File: src/rtl/rfid_pie_rx_core.sv
// rfid_pie_rx_core: PIE command receiver for a Gen2-style tag plus a free-running cycle counter.
// Measures delimiter/Tari/RTcal/TRcal, decodes data bits and classifies the frame as a one-hot type.
module rfid_pie_rx_core #(
    parameter int CNT_W     = 12,
    parameter int MIN_DELIM = 8
) (
    input  logic             i_clk,
    input  logic             i_reset,
    input  logic             i_demodin,
    input  logic             i_comm_enable,
    input  logic             i_cnt_enable,
    output logic [15:0]      o_count,
    output logic             o_overflow,
    output logic             o_cmd_valid,
    output logic [8:0]       o_cmd_type,
    output logic [7:0]       o_bit_count,
    output logic [31:0]      o_rx_word,
    output logic [CNT_W-1:0] o_rtcal,
    output logic [CNT_W-1:0] o_trcal,
    output logic             o_debug_out
);
    typedef enum logic [2:0] {S_IDLE, S_DELIM, S_TARI, S_RTCAL, S_CAL2, S_DATA} state_t;
    localparam logic [CNT_W-1:0] SAT = '1;
    localparam logic [CNT_W-1:0] ONE = CNT_W'(1);
    localparam logic [CNT_W-1:0] DELIM_MIN = CNT_W'(MIN_DELIM);
    state_t            r_state;
    logic              r_din, r_prev;
    logic [CNT_W-1:0]  r_ivl, r_low, r_cal, r_tr;
    logic [7:0]        r_bits;
    logic [31:0]       r_word;
    logic [15:0]       r_count;
    logic              r_overflow, r_cmd_valid;
    logic [8:0]        r_cmd_type;
    logic [7:0]        r_bit_count;
    logic [31:0]       r_rx_word;
    logic [CNT_W-1:0]  r_rtcal, r_trcal;
    logic              w_rise, w_fall, w_sat, w_bit, w_end;
    logic [7:0]        w_h;
    logic [8:0]        w_type;
    assign w_rise = r_din & ~r_prev;
    assign w_fall = ~r_din & r_prev;
    assign w_sat  = (r_ivl == SAT) || (r_low == SAT);
    assign w_bit  = r_ivl >= (r_cal >> 1);
    // the rising-edge cycle carries the just-measured interval, so it never counts as trailing high
    assign w_end  = r_din && !w_rise && (r_ivl > r_cal);
    assign w_h    = r_word[31:24];
    assign w_type = {
        w_h == 8'hC3 && r_bits >= 8'd58,
        w_h == 8'hC2 && r_bits >= 8'd57,
        w_h == 8'hC1 && r_bits == 8'd40,
        w_h == 8'hC0 && r_bits == 8'd8,
        w_h[7:4] == 4'b1010 && r_bits >= 8'd44,
        w_h[7:4] == 4'b1001 && r_bits == 8'd9,
        w_h[7:4] == 4'b1000 && r_bits == 8'd22,
        w_h[7:6] == 2'b01 && r_bits == 8'd18,
        w_h[7:6] == 2'b00 && r_bits == 8'd4
    };
    always_ff @(posedge i_clk or posedge i_reset) begin
        if (i_reset) begin
            r_state     <= S_IDLE;
            r_din       <= 1'b0;
            r_prev      <= 1'b0;
            r_ivl       <= '0;
            r_low       <= '0;
            r_cal       <= '0;
            r_tr        <= '0;
            r_bits      <= '0;
            r_word      <= '0;
            r_count     <= '0;
            r_overflow  <= 1'b0;
            r_cmd_valid <= 1'b0;
            r_cmd_type  <= '0;
            r_bit_count <= '0;
            r_rx_word   <= '0;
            r_rtcal     <= '0;
            r_trcal     <= '0;
        end else begin
            r_din       <= i_demodin;
            r_prev      <= r_din;
            if (i_cnt_enable) r_count <= r_count + 16'd1;
            r_overflow  <= i_cnt_enable && (r_count == 16'hFFFF);
            r_ivl       <= w_rise ? ONE : (r_ivl == SAT ? SAT : r_ivl + ONE);
            r_low       <= r_din ? '0 : (w_fall ? ONE : (r_low == SAT ? SAT : r_low + ONE));
            r_cmd_valid <= 1'b0;
            if (!i_comm_enable) r_state <= S_IDLE;
            else case (r_state)
                S_IDLE: if (w_fall) begin
                    r_state <= S_DELIM;
                    r_bits  <= '0;
                    r_word  <= '0;
                    r_tr    <= '0;
                end
                S_DELIM: begin
                    if (r_low == SAT) r_state <= S_IDLE;
                    else if (w_rise) r_state <= (r_low >= DELIM_MIN) ? S_TARI : S_IDLE;
                end
                S_TARI: begin
                    if (w_sat) r_state <= S_IDLE;
                    else if (w_rise) r_state <= S_RTCAL;
                end
                S_RTCAL: begin
                    if (w_sat) r_state <= S_IDLE;
                    else if (w_rise) begin
                        r_cal   <= r_ivl;
                        r_state <= S_CAL2;
                    end
                end
                S_CAL2, S_DATA: begin
                    if (w_sat || (r_state == S_DATA && r_low >= r_cal)) r_state <= S_IDLE;
                    else if (w_end) begin
                        r_cmd_valid <= 1'b1;
                        r_cmd_type  <= w_type;
                        r_bit_count <= r_bits;
                        r_rx_word   <= r_word;
                        r_rtcal     <= r_cal;
                        r_trcal     <= r_tr;
                        r_state     <= S_IDLE;
                    end else if (w_rise) begin
                        // an interval longer than RTcal right after RTcal can only be TRcal
                        if (r_state == S_CAL2 && r_ivl > r_cal) r_tr <= r_ivl;
                        else begin
                            if (r_bits < 8'd32) r_word[~r_bits[4:0]] <= w_bit;
                            if (r_bits != 8'hFF) r_bits <= r_bits + 8'd1;
                        end
                        r_state <= S_DATA;
                    end
                end
                default: r_state <= S_IDLE;
            endcase
        end
    end
    assign o_count     = r_count;
    assign o_overflow  = r_overflow;
    assign o_cmd_valid = r_cmd_valid;
    assign o_cmd_type  = r_cmd_type;
    assign o_bit_count = r_bit_count;
    assign o_rx_word   = r_rx_word;
    assign o_rtcal     = r_rtcal;
    assign o_trcal     = r_trcal;
    assign o_debug_out = (r_state == S_DATA);
endmodule

File: config.mk
export PLATFORM = sky130hd
export DESIGN_NAME = rfid_pie_rx_core
export DESIGN_NICKNAME = d
export VERILOG_FILES = /design/src/rtl/rfid_pie_rx_core.sv
export SDC_FILE = /design/constraint.sdc
export NUM_CORES = 1
export LEC_CHECK = 0
export ABC_AREA = 1
export CORE_MARGIN = 2
export CORE_UTILIZATION = 50
export DETAILED_ROUTE_END_ITERATION = 16
export PLACE_DENSITY_LB_ADDON = 0.3
export SYNTH_ARGS = -nofsm -noshare
export SYNTH_HDL_FRONTEND = slang
export SYNTH_SLANG_ARGS = --single-unit
File: constraint.sdc
create_clock -name i_clk -period 7.55 [get_ports i_clk]
set_input_delay 0.755 -clock i_clk [delete_from_list [all_inputs] [get_ports i_clk]]
set_output_delay 0.755 -clock i_clk [all_outputs]
set_load 0.02 [all_outputs]
==> qor.yml <==
cells_and_area:
  nets: 1326
  antennaDiodeCount: 0
  area_growth_pct: 16.7
  final_cells: 1524
  drive_gt1_share_pct: 5.19
worst_setup_path:
  path_max_fanout: 72
  critical_path_buf_inv_count: 6
  path_cells: "inv_1 > nor2_2 > buf_4 > inv_2 > nor2_2 > a21oi_4 > nand2_2 > nor2_4 > buf_4 > clkinv_2 > buf_4 > nand2_1 > o21ai_2"
  cpMaxStageDelayCell: "inv_2"
  crit_type: "reg2reg"
  critPathRequiredTime_ps: 7840
  critPathLaunchType: "register"
  end_kind: "register"
  crit_family: "buffers and inverters"
  path_common_cell: "buf_4"
  critPathMaxStageDelay_ps: 580
  arrival_ps: 3970
floorplanning:
  placementRows: 50
  boundaryPins: 97
  fp.dieArea_sq_um: 20200
  fp.dieH_um: 142
  die_w_um: 142
  start_util_pct: 51.1
  core-area_sq_um: 18700
synthesis:
  synth_area_leaders: "dfrtp_1, nand2_1, ha_1"
  avgSynthCellArea_sq_um: 7.93
  yosys.area.top_type: "dfrtp_1"
  synth.top_cell.area_share_pct: 48.2
  synth-async-reset-ratio_pct: 100
  ys_ff_latch: 184
  synth-warning-count: 0
  syn-cell-area_sq_um: 9550
  syn_inst: 1205
  ys_types: 35
  synth_flop_cell: "dfrtp_1"
  synth-edff-count: 0
  syn_nets: 1254
  yosysSeqAreaShare_pct: 48.2
clock_tree:
  cts_sinks: 184
  cts_resized: 0
  cts.clk_slew.worst_paths_ps: 70
  cts_hold_buf: 0
  clock_latency_ps: 430
  cts_buffers: 17
  cts.htree.levels: 4
  cts_max_path_buffers: 2
  cts_tree: "yes"
  cts_root_buffer: "clkbuf_16"
  cts_setup_buffers: 0
routing:
  wl_per_cell_um: 14.4
  dr.pass1.iters: 7
  postRouteAntennaNets: 0
  drtIter0Drc: 665
  via_per_inst: 5.29
  drc: 0
  wl_um: 22000
  vias: 8066
sta:
  max_slew_margin_pct: 28.1
  clock.fmax_mhz: 272
  drv_slew: 0
  finalSetupViolations: 0
  finClkSkew_ps: 11.7
  min_period_ps: 3680
  worstMarginPinSlew_ps: 1080
  whs_ps: 470
  min_period_over_period_pct: 48.7
  grt_setup_unrepaired: "false"
  finalHoldViolations: 0
  finalSetupTns_ps: 0
place:
  dp_hpwl_um: 15400
  io_buffers: 96
  dp_cells: 1492
  gp_congestion: 0.914
global_routing:
  grt_pass1_wl_um: 37400
  grt_pass1_vias: 7530
  track_usage_pct: 23.0
  grt_max_degree: 106
  antenna_found_initial: 0
  grt-ovfl-total: 0
run_status:
  outcome: "complete, no violations"
pwr:
  power.leakage_uw: 0.00534
  ir_drop_mv: 0.200
  p_per_area_nw_per_um2: 213
hold_path:
  hold_class: "reg2reg"
run:
  maxCapViolations: 0
worst register-to-register path, stage by stage, from the launching register on:
cell      delay (ps)
dfrtp_1          400
inv_1             90
nor2_2            40
buf_4            250
inv_2            590
nor2_2           150
a21oi_4          240
nand2_2           90
nor2_4            70
buf_4            390
clkinv_2         460
buf_4            460
nand2_1          250
o21ai_2           60
where the power goes:
| part | internal (uW) | switching, uW |
|---|---|---|
| sequential | 1020 | 44.3 |
| combinational | 146 | 303 |
| clock | 438 | 418 |
cell families after synthesis:
logic type / count (synthesis) / share of synthesized area [%]
flip-flops: 184 / 48.2
AO/OA/AOI/OAI: 125 / 7.22
AND/OR/NAND/NOR: 668 / 29.4
XOR/XNOR: 25 / 2.29
buffers and inverters: 159 / 7.12
adder cells (fa/ha/maj): 44 / 5.76
path summary, 6_finish.rpt:
check,startpoint,cells past startpoint,slack (ps),end
setup / recovery,r_state[2]$_DFFE_PP0P_,13,3870,o_bit_count[3]$_DFFE_PP0P_
hold / removal,o_rx_word[23]$_DFFE_PP0P_,2,470,o_rx_word[23]$_DFFE_PP0P_
setup reg to reg,r_state[2]$_DFFE_PP0P_,13,3870,o_bit_count[3]$_DFFE_PP0P_
hold reg to reg,o_rx_word[23]$_DFFE_PP0P_,2,470,o_rx_word[23]$_DFFE_PP0P_
max in group asynchronous,i_reset,3,5120,r_cal[5]$_DFFE_PP0P_
min in group asynchronous,i_reset,2,910,o_rx_word[14]$_DFFE_PP0P_
cell usage after synthesis, types with 10 or more instances:
cell type,instances
a21oi_1,36
ha_1,44
buf_2,13
nor3_1,17
nand4_1,43
nand2_1,418
inv_1,104
nor2_1,97
clkbuf_1,23
xor2_1,16
dfrtp_1,184
o21ai_1,29
nand3_1,73
o21ai_0,41
buf_4,10
through the flow:
stage                     util [%]  total power (uW)  instance area (sq um)  setup WS, ps
after global placement        56.6              1520                  10600          3990
after detailed placement      56.6              1530                  10600          3910
final                         59.6              2370                  11200          3870
after floorplan                  -              1400                   9550          1790
after CTS                     59.6              2380                  11200          3890
after global routing          59.6              2480                  11200          3490
cell type report:
class,instances,area (sq um)
clock buffer,18,429
clock inverter,14,128
fill,1645,7550
inverter,109,415
multi-input combinational,862,4270
sequential,184,4600
tap,234,293
timing repair buffer,103,1010
state kept, by name (all words and copies together) (netlist names):
signal	cells
o_bit_count	8
r_cal	12
r_low	12
r_state	3
r_word	32
o_trcal	12
o_rx_word	32
o_rtcal	12
r_tr	12
o_count	16
r_din	1
r_prev	1
o_cmd_type	9
o_overflow	1
o_cmd_valid	1
r_ivl	12
r_bits	8
cell usage in the layout (no fill, tap or decap), types with 7 or more instances in the layout:
master,n
nor3_1,17
xnor2_1,9
o21ai_0,41
nand2_1,418
inv_1,103
inv_6,7
xor2_1,16
nand4_1,43
buf_4,7
o21ai_1,29
clkbuf_16,17
ha_1,44
nor2_1,97
clkdlybuf4s50_1,96
o21ai_2,9
nand3_1,73
dfrtp_1,184
a21oi_1,36
per-layer routing:
| layer | part of all wire (%) | global-route usage [%] |
|---|---|---|
| met1 | 49 | 34.8 |
| met2 | 43 | 33.7 |
| met3 | 6.3 | 4.31 |
| met4 | 1.4 | 6.42 |
| met5 | 0 | 0 |
No activity file was read; power rests on OpenSTA's default activity.
